===== config.mk =====
export PLATFORM = sky130hd
export DESIGN_NAME = reg_file_mp
export DESIGN_NICKNAME = d
export VERILOG_FILES = /design/src/rtl/reg_file_mp.sv
export SDC_FILE = /design/constraint.sdc
export NUM_CORES = 1
export LEC_CHECK = 0
export BUFFER_PORTS_ARGS = -buffer_cell sky130_fd_sc_hd__buf_2
export CAP_MARGIN = 10
export CORE_ASPECT_RATIO = 0.7
export CORE_MARGIN = 2
export CORE_UTILIZATION = 58
export DETAILED_ROUTE_END_ITERATION = 8
export MAX_ROUTING_LAYER = met4
export PLACE_DENSITY = 0.81
export SLEW_MARGIN = 20
export SYNTH_ARGS = -nofsm -noshare
export SYNTH_HDL_FRONTEND = slang
export SYNTH_SLANG_ARGS = --single-unit
export TNS_END_PERCENT = 50

===== constraint.sdc =====
create_clock -name clk -period 2.7 [get_ports clk]
set_input_delay 0.27 -clock clk [delete_from_list [all_inputs] [get_ports clk]]
set_output_delay 0.27 -clock clk [all_outputs]
set_load 0.02 [all_outputs]

===== src/rtl/reg_file_mp.sv =====
// Multi-port register file with load scoreboard: two write ports, NR combinational read ports.
// Optional same-cycle write-to-read bypass is built when REG_FILE_MP_BYPASS_EN is defined.
module reg_file_mp #(
  parameter int W  = 8,
  parameter int D  = 3,
  parameter int NR = 2
) (
  input  logic            clk,
  input  logic            reset,
  input  logic [NR*D-1:0] raddr,
  output logic [NR*W-1:0] rdata,
  output logic [NR-1:0]   rbusy,
  input  logic            wa_en,
  input  logic [D-1:0]    wa_addr,
  input  logic [W-1:0]    wa_data,
  input  logic            wb_en,
  input  logic [D-1:0]    wb_addr,
  input  logic [W-1:0]    wb_data,
  input  logic            mark_en,
  input  logic [D-1:0]    mark_addr,
  output logic [2**D-1:0] pending,
  output logic            waw_err
);

  localparam int N = 2**D;

  logic [W-1:0] regs_q [N];
  logic [N-1:0] pending_q, pending_d;
  logic         waw_err_q;
  logic         wb_write;

  // Port A owns the address when both ports collide; B's data is dropped.
  assign wb_write = wb_en && !(wa_en && (wa_addr == wb_addr));

  // Load return clears, load issue sets; a same-cycle mark wins.
  always_comb begin
    pending_d = pending_q;
    if (wb_en) begin
      pending_d[wb_addr] = 1'b0;
    end
    if (mark_en) begin
      pending_d[mark_addr] = 1'b1;
    end
  end

  always_ff @(posedge clk) begin
    if (reset) begin
      for (int r = 0; r < N; r++) begin
        regs_q[r] <= '0;
      end
      pending_q <= '0;
      waw_err_q <= 1'b0;
    end else begin
      if (wa_en) begin
        regs_q[wa_addr] <= wa_data;
      end
      if (wb_write) begin
        regs_q[wb_addr] <= wb_data;
      end
      pending_q <= pending_d;
      if (wa_en && pending_q[wa_addr]) begin
        waw_err_q <= 1'b1;
      end
    end
  end

  always_comb begin
    rdata = '0;
    rbusy = '0;
    for (int i = 0; i < NR; i++) begin
      rdata[i*W +: W] = regs_q[raddr[i*D +: D]];
`ifdef REG_FILE_MP_BYPASS_EN
      if (!reset) begin
        if (wa_en && (wa_addr == raddr[i*D +: D])) begin
          rdata[i*W +: W] = wa_data;
        end else if (wb_en && (wb_addr == raddr[i*D +: D])) begin
          rdata[i*W +: W] = wb_data;
        end
      end
`endif
      // A load returning this cycle no longer blocks the reader.
      rbusy[i] = pending_q[raddr[i*D +: D]] && !(wb_en && (wb_addr == raddr[i*D +: D]));
    end
  end

  assign pending = pending_q;
  assign waw_err = waw_err_q;

endmodule


## Word-level counts from Yosys, hierarchy flattened

Memories as Yosys holds them, arrays and structs flattened.
Cells that the tools add are included.

| storage, ports and cells | value |
|---|---|
| register bits after elaboration | 9 |
| memories | 1 |
| input bits | 36 |
| output and inout port bits | 27 |
| word-level logic and storage cells | 56 |
| memory bits (writable) | 64 |
| ROM bits | 0 |
| bits in latches | 0 |

Memory list:

| name | words | bits a word | rd ports | clocked after memory_dff | wr ports | RTL line | text |
|---|---|---|---|---|---|---|---|
| regs_q | 8 | 8 | 2 | 0 | 8 | 27 | `logic [W-1:0] regs_q [N];` |

| operators by class | value |
|---|---|
| bitwise logic cells | 3 |
| divide/modulo/power cells | 0 |
| shift operators | 0 |
| equality and inequality tests | 3 |
| magnitude comparators | 7 |
| add/sub/neg operators | 0 |
| multiply operators | 0 |
| mux-type cells | 26 |
| reductions and logical operators | 14 |

Operator list:

| operator | number |
|---|---|
| 8-bit two-way mux | 4 |
| 3-bit by 4-bit < comparator with 1-bit output, second input constant | 5 |
| 8-bit OR reduction | 2 |
| 1-bit two-way mux | 15 |
| 1-bit binary-select mux with 3-bit select | 3 |
| 3-bit equality test | 3 |
| 1-bit logical AND | 9 |
| 8-bit AND | 1 |
| 8-bit NOT | 1 |
| 8-bit OR | 1 |
| 1-bit demux with 3-bit select | 2 |
| 3-bit by 1-bit greater-or-equal comparator with 1-bit output, second input constant | 2 |
| 3-bit two-way mux | 2 |
| 1-bit logical NOT | 3 |

## Longest topological paths before layout

Gate-level depths: netlist (run 1).

| depth | value |
|---|---|
| depth after elaboration | 9 |
| depth in mapped cells | 7 |
| depth with buffers taken out | 4 |

## Worst setup path before layout (run 1)

No wires, ideal clock.

| path | value |
|---|---|
| kind | input to register |
| from | input wa_addr[2] |
| to | memory regs_q[1][0], enable pin |
| data arrival time | 1573 ps |
| library setup time | 374 ps |
| required time | 2326 ps |
| buffers on the path | 3 |
| stages on the path | 7 |
| setup slack | 754 ps |
| cell sequence | buf_4 nand2b_1 buf_2 nor2_1 a211o_1 buf_2 o21ai_1 |

RTL lines:

| element | RTL line | text |
|---|---|---|
| start: declaration | 14 | `input logic [D-1:0] wa_addr,` |
| end: declaration | 27 |  |

==> PnR_summary.wiki, run 1 <==
{| class="wikitable"
! Metric !! Value
|-
| Static power due to leakage || between 1.5 and 2 nW
|-
| Worst slew margin relative to its limit || 0.612
|-
| Wire length of the first global-routing pass || approximately 20 mm
|-
| Placement Setup Slack || 0.644 ns
|-
| Initial antenna violation count || 0
|-
| Number of core rows || 26
|-
| Register Area || between 2000 and 2500 sq um
|-
| Fraction of the mapped netlist area in simple logic gates || 0.0894
|-
| Fill cell total of the finished layout || between 500 and 600
|-
| Mux cell area share after synthesis || 0.235
|-
| Clock transition at path regs || about 0.090 ns
|-
| Number of max-slew violations in the final report || 0
|-
| Cell internal power dissipation || 1.98 mW
|-
| Final total negative setup slack || 0 ns
|-
| Library cells used by synthesis || 41
|-
| Global placement routability congestion || around 0.98
|-
| Count of TritonRoute iterations in the first routing pass || 7
|-
| Crit path required time || between 2 and 2.5 ns
|-
| Number of gates resized after cts || 0
|-
| Clk Tree Root Cell || sky130_fd_sc_hd__clkbuf_8
|-
| Maximum buffer depth of the clock tree || 2
|-
| Layout cells sized above 1 || 0.381
|-
| Switching component of the power || 810 uW
|-
| Share of total power in the clock network || 0.313
|-
| Number of remaining DRC errors || 0
|-
| Type of destination of the critical path || output pin
|-
| Top cells by area in the synthesized netlist || sky130_fd_sc_hd__edfxtp_1 43%, sky130_fd_sc_hd__mux4_2 18%, sky130_fd_sc_hd__o22ai_1 6.8%
|-
| Count of antenna-violating nets left after detailed routing || 0
|-
| TritonCTS clock tree || built
|-
| Hold buffer count at CTS || 0
|-
| Post-layout min period || 2.05 ns
|-
| Avg Vias per Cell || 7.36
|-
| IR Drop Worst-Case VDD || just over 0.3 mV
|-
| HPWL after DPL || just over 9 mm
|-
| Area taken by multi-input logic gates || between 2000 and 2500 sq um
|-
| Post-Syn Area per Cell || about 13 sq um
|-
| Total congestion overflow after global routing || 0
|-
| I/O pin cnt || 63
|-
| Data arrival, critical path || 1.78 ns
|-
| Share of synthesized cell area in full adder, half adder and majority cells || 0
|-
| RSZ-0062 raised after global routing || no
|-
| Vias in the first global route || 3555
|-
| Switching portion of total power || 0.290
|-
| Final standard cell count with taps included and fillers excluded || 502
|-
| Worst setup path class || reg -> out
|-
| Relative area change from synthesis to final layout || 14.1%
|-
| Cell Area, Synth || around 4400 sq um
|-
| Relative contribution of sequential cells to total power || 0.489
|-
| Depth of the CTS H-tree || 3
|-
| Crit path largest cell delay || about 0.50 ns
|-
| Max-capacitance violation count || 0
|-
| Clock latency on the worst-skew pair || approximately 0.36 ns
|-
| Drt wl/cell || ~26 um
|-
| Highest clock rate || 488 MHz
|-
| Type of element launching the critical path || flip-flop
|-
| Inserted Clock Buffers || 9
|-
| Diodes inserted || 0
|-
| Worst setup slack after layout || about 0.65 ns
|-
| Instance count after placement with tap cells included || a little under 500
|-
| Critical path's slowest cell || sky130_fd_sc_hd__mux4_2
|-
| Yosys reg bits || 73
|-
| Starting Density || 0.601
|-
| Power density over cell area || roughly 550 nW/um^2
|-
| First DRT Iteration DRCs || ~660
|-
| Final setup fails || 0
|-
| Number of warning messages in the yosys log || 0
|-
| Syn Nets || 371
|-
| CTS Sinks || 73
|-
| Number of buffers inserted by port buffering || 62
|-
| Number of buffers inserted to repair setup after CTS || 0
|-
| Cells after Synth || about 340
|-
| Combinational power share || 0.198
|-
| Cells along the critical path || mux4_2 -> mux2_2 -> buf_2
|-
| Final setup skew || 0.00480 ns
|-
| Dominant combinational cell family by area after synthesis || multiplexers
|-
| Share of the synthesized area in the top cell type || 0.435
|-
| Area of the die || about 8300 sq um
|-
| Largest driver fanout on the critical path || 2
|-
| Worst hold path class || in -> reg
|-
| Largest net degree at the start of global routing || 20
|-
| Part of the Yosys area used for sequential elements || 0.476
|-
| Overall die height || 77.0 um
|-
| Std-Cell Core Area || around 7400 sq um
|-
| Horizontal die dimension || approximately 110 um
|-
| Global router's overall resource usage || 0.341
|-
| Number of nets in the layout || 435
|-
| Run status || finished, final reports clean
|-
| Complex-gate fraction of the synthesized area || 0.157
|-
| Final critical-path share of the clock period || 0.759
|-
| Count of vias placed by the detailed router || approximately 3700
|-
| Number of hold violations in the final report || 0
|-
| Post-synthesis cell type with the largest combined area || sky130_fd_sc_hd__edfxtp_1
|-
| Total wirelength of the detailed-routed design || roughly 13 mm
|-
| Xor-xnor portion of the synthesized cell area || 0.0119
|-
| Worst Max-Slew Pin Slew || about 0.58 ns
|}
==> state kept, by name, indices dropped and copies added (netlist names) <==
name / count
pending: 8
regs_q: 64
waw_err: 1
==> worst max-delay path, delay by kind of cell, from the launching register on <==
family / cells / cell delay, ns
mux: 2 / 0.79
buf+inv: 1 / 0.16
flops: 1 / 0.47
==> cells in the mapped netlist (all sizes together) <==
cell type / count
inv: 2
o211ai: 2
nor4: 1
o21ai: 13
nand2: 36
clkbuf: 4
mux2i: 2
nor3: 3
o22ai: 48
nand3b: 1
nor2: 6
a31oi: 1
nor3b: 3
mux2: 16
a21oi: 9
o221ai: 4
xor2: 2
o21bai: 2
buf: 19
mux4: 37
nor2b: 6
xnor2: 4
a311oi: 1
or3: 2
nand3: 10
nand2b: 5
nor4b: 1
dfxtp: 9
o31ai: 2
nand4: 1
a22o: 16
and3: 1
edfxtp: 64
a211o: 2
==> routing by layer <==
layer	wire, um	GRT usage	up-vias
li1	-	-	1532
met1	4840	0.466	1780
met2	5900	0.471	323
met3	1880	0.116	58
met4	516	0.138	0
met5	0	-	-
==> through the flow <==
stage	instance area (sq um)	hold slack, ns	util	power, mW
final	5040	0.208	0.686	2.79
after global routing	5040	0.193	0.686	2.88
after CTS	5040	0.203	0.686	2.78
after detailed placement	4840	0.529	0.658	1.93
after global placement	4840	0.524	0.658	1.91
after floorplan	4420	0.418	-	1.74
==> worst paths after layout <==
| path | startpoint | slack (ns) | end | cells past startpoint |
|---|---|---|---|---|
| worst max-delay path | regs_q[4][1]$_DFFE_PP_ | 0.65 | rdata[1] | 3 |
| worst min-delay path | mark_addr[2] | 0.21 | pending[6]$_SDFF_PP0_ | 3 |
| worst max register to register | pending[0]$_SDFF_PP0_ | 1.49 | waw_err$_SDFFE_PP0P_ | 3 |
| worst min register to register | pending[7]$_SDFF_PP0_ | 0.55 | pending[7]$_SDFF_PP0_ | 2 |
==> layout make-up <==
class | instances | share of cell area
Clock buffer | 9 | 0.0246
Clock inverter | 7 | 0.0154
Inverter | 2 | 0.00149
Multi-Input combinational cell | 237 | 0.433
Sequential cell | 73 | 0.417
Tap cell | 98 | 0.0243
Timing Repair Buffer | 76 | 0.0849
==> power by group through the flow <==
stage / clock network, mW / logic, mW / registers [mW]
after floorplan: 0 / 0.369 / 1.37
after global placement: 0 / 0.526 / 1.38
after detailed placement: 0 / 0.541 / 1.39
after CTS: 0.876 / 0.542 / 1.36
after global routing: 0.930 / 0.582 / 1.37
final: 0.875 / 0.552 / 1.37
==> layout by cell type, fill, tap and decap left out, drive strengths merged, types with 3 or more instances in the layout <==
cell	synthesis	final
o22ai	48	48
buf	19	76
inv	2	4
nor2b	6	6
a21oi	9	9
nand3	10	10
o21ai	13	13
nand2b	5	5
dfxtp	9	9
nand2	36	36
nor3b	3	3
clkinv	0	3
nor2	6	6
mux2	16	16
edfxtp	64	64
xnor2	4	4
mux4	37	37
a22o	16	16
nor3	3	3
o221ai	4	4
clkbuf	4	9
==> logic make-up after synthesis <==
kind of cell	Yosys count
AO/OA/AOI/OAI	100
buffers and inverters	25
flip-flops	73
AND/OR/NAND/NOR	76
multiplexers	55
XOR/XNOR	6
No activity file was read; power rests on OpenSTA's default activity.
==> inputs of run 2 (changes only) <==
- CORE_UTILIZATION: 58 -> 52
- PLACE_DENSITY: 0.81 -> 0.76
- clock period: 2.7 -> 1.6 ns (I/O delays scaled with it)
==> PnR_summary.wiki, run 2 (synthesized netlist as in run 1, its figures left out) <==
{| class="wikitable"
! Metric !! Value
|-
| Hold Slack || 0.117 ns
|-
| Relative area change from synthesis to final layout || 27.9%
|-
| Number of buffers inserted to repair setup after CTS || 0
|-
| Worst setup path class || reg -> out
|-
| Initial antenna violation count || 0
|-
| Largest driver fanout on the critical path || 2
|-
| Flip-flop count of the largest register after layout || 64
|-
| Layout cells sized above 1 || 0.446
|-
| Most frequent cells in the layout || 64 x sky130_fd_sc_hd__edfxtp_1, 48 x sky130_fd_sc_hd__o22ai_1, 48 x sky130_fd_sc_hd__buf_2
|-
| Final setup fails || 18
|-
| Highest clock rate || 541 MHz
|-
| Post-layout utilization of the core || 0.678
|-
| IR Drop Worst-Case VDD || 0.661 mV
|-
| Starting Density || 0.530
|-
| Number of stages on the worst setup path || 3
|-
| Crit path required time || ~1.4 ns
|-
| Register Area || 2110 sq um
|-
| Worst slew margin relative to its limit || 0.657
|-
| Worst hold path class || in -> reg
|-
| Count of antenna-violating nets left after detailed routing || 0
|-
| Inserted Clock Buffers || 9
|-
| First DRT Iteration DRCs || about 500
|-
| Number of remaining DRC errors || 0
|-
| Number of nets in the layout || between 400 and 500
|-
| Critical path capture point || rdata[10]
|-
| Type of destination of the critical path || output pin
|-
| Count of TritonRoute iterations in the first routing pass || 5
|-
| Area of the die || 9270 sq um
|-
| Avg Vias per Cell || around 6.9
|-
| RSZ-0062 raised after global routing || yes
|-
| Power density over cell area || 964 nW/um^2
|-
| Clock latency on the worst-skew pair || 0.34 ns
|-
| Area taken by multi-input logic gates || about 2200 sq um
|-
| Final total negative setup slack || -3.45 ns
|-
| Number of gates resized after cts || 29
|-
| Data arrival, critical path || 1.69 ns
|-
| Number of core rows || 28
|-
| Worst setup slack after layout || -0.249 ns
|-
| Largest net degree at the start of global routing || 20
|-
| Cell area after placement || between 5000 and 6000 sq um
|-
| HPWL after DPL || about 9.4 mm
|-
| Worst Max-Slew Pin Slew || about 0.5 ns
|-
| Area of all placed cells without fillers || 5660 sq um
|-
| Tot Pwr || 5.45 mW
|-
| Diodes inserted || 0
|-
| Final critical-path share of the clock period || 1.16
|-
| Number of buffers inserted by port buffering || between 60 and 70
|-
| Final setup skew || ~0.0013 ns
|-
| Std-Cell Core Area || 8340 sq um
|-
| Endpoint of the worst-slack reg-to-reg timing path || waw_err$_SDFFE_PP0P_
|-
| Static power due to leakage || around 2.1 nW
|-
| Top Family by Delay on Critical Path || multiplexers
|-
| Origin of the critical flop-to-flop path || pending[2]$_SDFF_PP0_
|-
| Biggest register || regs_q
|-
| Cells along the critical path || mux4_2 -> mux2_4 -> buf_6
|-
| Clock transition at path regs || 0.06 ns
|-
| Hold buffer count at CTS || 0
|-
| Wire length of the first global-routing pass || around 20 mm
|-
| Violations in the final reports || negative setup slack
|-
| I/O pin cnt || 63
|-
| Type of element launching the critical path || flip-flop
|-
| Global placement routability congestion || about 0.96
|-
| Crit path largest cell delay || 0.53 ns
|-
| Clk Tree Root Cell || sky130_fd_sc_hd__clkbuf_16
|-
| Total wirelength of the detailed-routed design || between 10 and 15 mm
|-
| Drt wl/cell || ~25 um
|-
| Run status || finished, violations left
|-
| Hold Crit Depth || 3
|-
| Horizontal die dimension || roughly 110 um
|-
| Critical Path Start || regs_q[7][2]$_DFFE_PP_
|-
| Critical path's slowest cell || sky130_fd_sc_hd__mux4_2
|-
| TritonCTS clock tree || built
|-
| CTS Sinks || 73
|-
| Total congestion overflow after global routing || 0
|-
| Maximum buffer depth of the clock tree || 2
|-
| Fill cell total of the finished layout || 630
|-
| Reg2reg setup slack || about 0.38 ns
|-
| Count of vias placed by the detailed router || 3739
|-
| Post-layout min period || approximately 1.8 ns
|-
| Vias in the first global route || roughly 3600
|-
| Depth of the CTS H-tree || 3
|-
| Max-capacitance violation count || 0
|-
| Global router's overall resource usage || 0.317
|-
| Total buffers and inverters traversed by the critical path || 1
|-
| Most common cell after layout, fill and taps aside || sky130_fd_sc_hd__edfxtp_1
|-
| Number of hold violations in the final report || 0
|-
| Depth of the worst register-to-register path || 3
|-
| Overall die height || roughly 80 um
|-
| Number of max-slew violations in the final report || 0
|}
## run 2: cell count changes in the layout (fill, tap and decap cells not counted), sizes merged
cell	change
buf	+31
clkinv	+1
inv	-1
## run 2: how the worst min path moves through the flow
stage,start,slack (ns),endpoint
2_1_floorplan,mark_addr[0],0.31,pending[1]$_SDFF_PP0_
3_3_place_gp,mark_addr[2],0.47,pending[6]$_SDFF_PP0_
3_5_place_dp,mark_addr[2],0.46,pending[6]$_SDFF_PP0_
4_1_cts,mark_addr[2],0.11,pending[6]$_SDFF_PP0_
5_1_grt,mark_addr[0],0.13,pending[5]$_SDFF_PP0_
6_report,mark_addr[0],0.12,pending[5]$_SDFF_PP0_
## run 2: cell type report
type / count / share of cell area
clock buffer: 9 / 0.0398
clock inverter: 7 / 0.0122
inverter: 2 / 0.00133
multi-input combinational: 237 / 0.396
sequential: 73 / 0.373
tap: 105 / 0.0232
timing repair buffer: 107 / 0.154
## run 2: metal layers
metal,vias up,share of wire,track usage
li1,1593,-,-
met1,1828,0.39,0.434
met2,286,0.46,0.472
met3,32,0.13,0.0746
met4,0,0.020,0.109
met5,-,0,-
## run 2: per-stage QoR
stage / std cells / worst slack (ns)
6_report: 540 / -0.249
5_1_grt: 540 / -0.257
4_1_cts: 540 / -0.238
3_5_place_dp: 524 / -0.181
3_3_place_gp: 524 / -0.106
2_1_floorplan: 335 / -0.101
## run 2: report_power, final
part           leakage (nW)  internal, mW  switching, mW  total, mW
combinational          1.21         0.573          0.577       1.15
sequential            0.701          2.22         0.0778       2.30
clock                 0.143          1.20          0.800       2.00
total                  2.06          4.00           1.45       5.45
## run 2: worst reg2reg max path, stage by stage (launching register included)
cell                      delay [ns]
sky130_fd_sc_hd__dfxtp_2        0.34
sky130_fd_sc_hd__mux4_1         0.54
sky130_fd_sc_hd__nor3_1         0.16
sky130_fd_sc_hd__nor3_1         0.06
==> inputs of run 3 (changes only) <==
--- a/config.mk
+++ b/config.mk
@@ -8,3 +8,3 @@
 export BUFFER_PORTS_ARGS = -buffer_cell sky130_fd_sc_hd__buf_2
-export CAP_MARGIN = 10
+export CAP_MARGIN = 20
 export CORE_ASPECT_RATIO = 0.7
==> constraint.sdc (replaced) <==
create_clock -name clk -period 1.6 [get_ports clk]
set_input_delay 0.32 -clock clk [delete_from_list [all_inputs] [get_ports clk]]
set_output_delay 0.32 -clock clk [all_outputs]
set_load 0.02 [all_outputs]
==> PnR_summary.wiki, run 3 (synthesized netlist as in run 1, its figures left out) <==
{| class="wikitable"
! Metric !! Value
|-
| Depth of the CTS H-tree || 3
|-
| Total wirelength of the detailed-routed design || 13.8 mm
|-
| Clk Tree Root Cell || sky130_fd_sc_hd__clkbuf_16
|-
| Clock latency on the worst-skew pair || about 0.33 ns
|-
| Horizontal die dimension || about 110 um
|-
| Number of core rows || 28
|-
| Avg Vias per Cell || a little under 7
|-
| Flip-flop count of the largest register after layout || 64
|-
| Inserted Clock Buffers || 9
|-
| CTS Sinks || 73
|-
| Max-capacitance violation count || 0
|-
| Worst hold path class || in -> reg
|-
| Worst Max-Slew Pin Slew || approximately 0.43 ns
|-
| Initial antenna violation count || 0
|-
| Std-Cell Core Area || ~8300 sq um
|-
| Highest clock rate || ~500 MHz
|-
| Post-layout min period || around 2 ns
|-
| Area of the die || around 9300 sq um
|-
| Count of antenna-violating nets left after detailed routing || 0
|-
| Vias in the first global route || about 3800
|-
| Count of TritonRoute iterations in the first routing pass || 5
|-
| HPWL after DPL || slightly below 10 mm
|-
| Run status || finished, violations left
|-
| Wire length of the first global-routing pass || roughly 21 mm
|-
| IR Drop Worst-Case VDD || around 0.53 mV
|-
| Origin of the critical flop-to-flop path || pending[6]$_SDFF_PP0_
|-
| Largest net degree at the start of global routing || 20
|-
| Reg2reg setup slack || around 0.35 ns
|-
| Count of vias placed by the detailed router || 3827
|-
| Data arrival, critical path || 1.68 ns
|-
| Layout cells sized above 1 || 0.464
|-
| Most common cell after layout, fill and taps aside || sky130_fd_sc_hd__edfxtp_1
|-
| Maximum buffer depth of the clock tree || 2
|-
| Type of destination of the critical path || output pin
|-
| Total congestion overflow after global routing || 0
|-
| Most frequent cells in the layout || 64 x sky130_fd_sc_hd__edfxtp_1, 48 x sky130_fd_sc_hd__o22ai_1, 46 x sky130_fd_sc_hd__buf_2, 46 x sky130_fd_sc_hd__buf_4
|-
| Static power due to leakage || 2.14 nW
|-
| Diodes inserted || 0
|-
| Depth of the worst register-to-register path || 4
|-
| Placement Setup Slack || -0.330 ns
|-
| Post-layout utilization of the core || 0.698
|-
| Drt wl/cell || 25.0 um
|-
| Largest driver fanout on the critical path || 2
|-
| Starting Density || 0.530
|-
| Number of buffers inserted by port buffering || just over 60
|-
| Critical path capture point || rdata[12]
|-
| TritonCTS clock tree || built
|-
| Worst setup path class || reg -> out
|-
| Final setup fails || 18
|-
| I/O pin cnt || 63
|-
| Overall die height || slightly above 80 um
|-
| Violations in the final reports || negative setup slack
|-
| Global placement routability congestion || around 0.94
|-
| Endpoint of the worst-slack reg-to-reg timing path || waw_err$_SDFFE_PP0P_
|-
| First DRT Iteration DRCs || just under 600
|-
| Hold Crit Depth || 3
|-
| Final total negative setup slack || -6.17 ns
|-
| RSZ-0062 raised after global routing || yes
|-
| Type of element launching the critical path || flip-flop
|-
| Clock transition at path regs || 0.06 ns
|-
| Biggest register || regs_q
|-
| Worst setup slack after layout || -0.400 ns
|-
| Final setup skew || 0.00186 ns
|-
| Number of nets in the layout || ~480
|-
| Final critical-path share of the clock period || 1.25
|-
| Number of remaining DRC errors || 0
|-
| Number of hold violations in the final report || 0
|-
| Critical Path Start || regs_q[3][4]$_DFFE_PP_
|-
| Worst slew margin relative to its limit || 0.710
|-
| Crit path required time || ~1.3 ns
|-
| Relative area change from synthesis to final layout || 31.6%
|-
| Number of buffers inserted to repair setup after CTS || 0
|-
| Number of max-slew violations in the final report || 0
|-
| Power density over cell area || slightly above 900 nW/um^2
|-
| Global router's overall resource usage || 0.321
|-
| Tot Pwr || ~5.4 mW
|-
| Start point of the worst hold path || mark_addr[0]
|}
run 3: changes by cell type in the layout (fill, tap and decap cells not counted), sizes merged:
cell / previous run / this run
inv: 3 / 4
clkinv: 4 / 2
bufinv: 1 / 0
buf: 107 / 120
clkinvlp: 1 / 2
clkbuf: 9 / 10
run 3: critical path: stages, from the launching register on:
cell,delay (ns)
sky130_fd_sc_hd__edfxtp_1,0.42
sky130_fd_sc_hd__mux4_2,0.51
sky130_fd_sc_hd__mux2_4,0.29
sky130_fd_sc_hd__buf_6,0.13
run 3: power breakdown:
| group | internal, mW | switching, mW |
|---|---|---|
| Sequential | 2.22 | 0.0856 |
| Combinational | 0.622 | 0.590 |
| Clock | 1.05 | 0.794 |
| Total | 3.90 | 1.47 |
run 3: worst min path at each step:
stage	to	slack (ns)
global route	pending[3]$_SDFF_PP0_	0.30
floorplan	pending[1]$_SDFF_PP0_	0.47
CTS	pending[6]$_SDFF_PP0_	0.27
global placement	pending[3]$_SDFF_PP0_	0.52
detailed placement	pending[3]$_SDFF_PP0_	0.52
finish	pending[3]$_SDFF_PP0_	0.28
run 3: per-layer routing:
layer  share of wire  track usage  up-vias
li1                -            -     1620
met1            0.36        0.404     1847
met2            0.48        0.495      305
met3            0.13        0.105       55
met4           0.030        0.111        0
met5               0            -        -
run 3: cell type report:
| cell class | count | area [sq um] |
|---|---|---|
| clock inverters | 6 | 42.5 |
| inverters | 2 | 10.0 |
| repair buffers | 120 | 996 |
| clock buffers | 10 | 229 |
| multi-input cells | 237 | 2300 |
| fillers | 579 | 2520 |
| well taps | 105 | 131 |
| flip-flops and latches | 73 | 2110 |
run 3: timing repair:
| item | in CTS | in global routing |
|---|---|---|
| resized for setup | 22 | 16 |
| pin swaps | 0 | 1 |
| hold buffers | 0 | 0 |
| endpoints found under the setup margin | 18 | 18 |
run 3: through the flow:
stage               cells  hold WS [ns]  area [sq um]
floorplan             335         0.468          4580
global placement      537         0.520          5440
detailed placement    537         0.517          5440
CTS                   553         0.275          5780
global route          553         0.296          5820
finish                553         0.282          5820
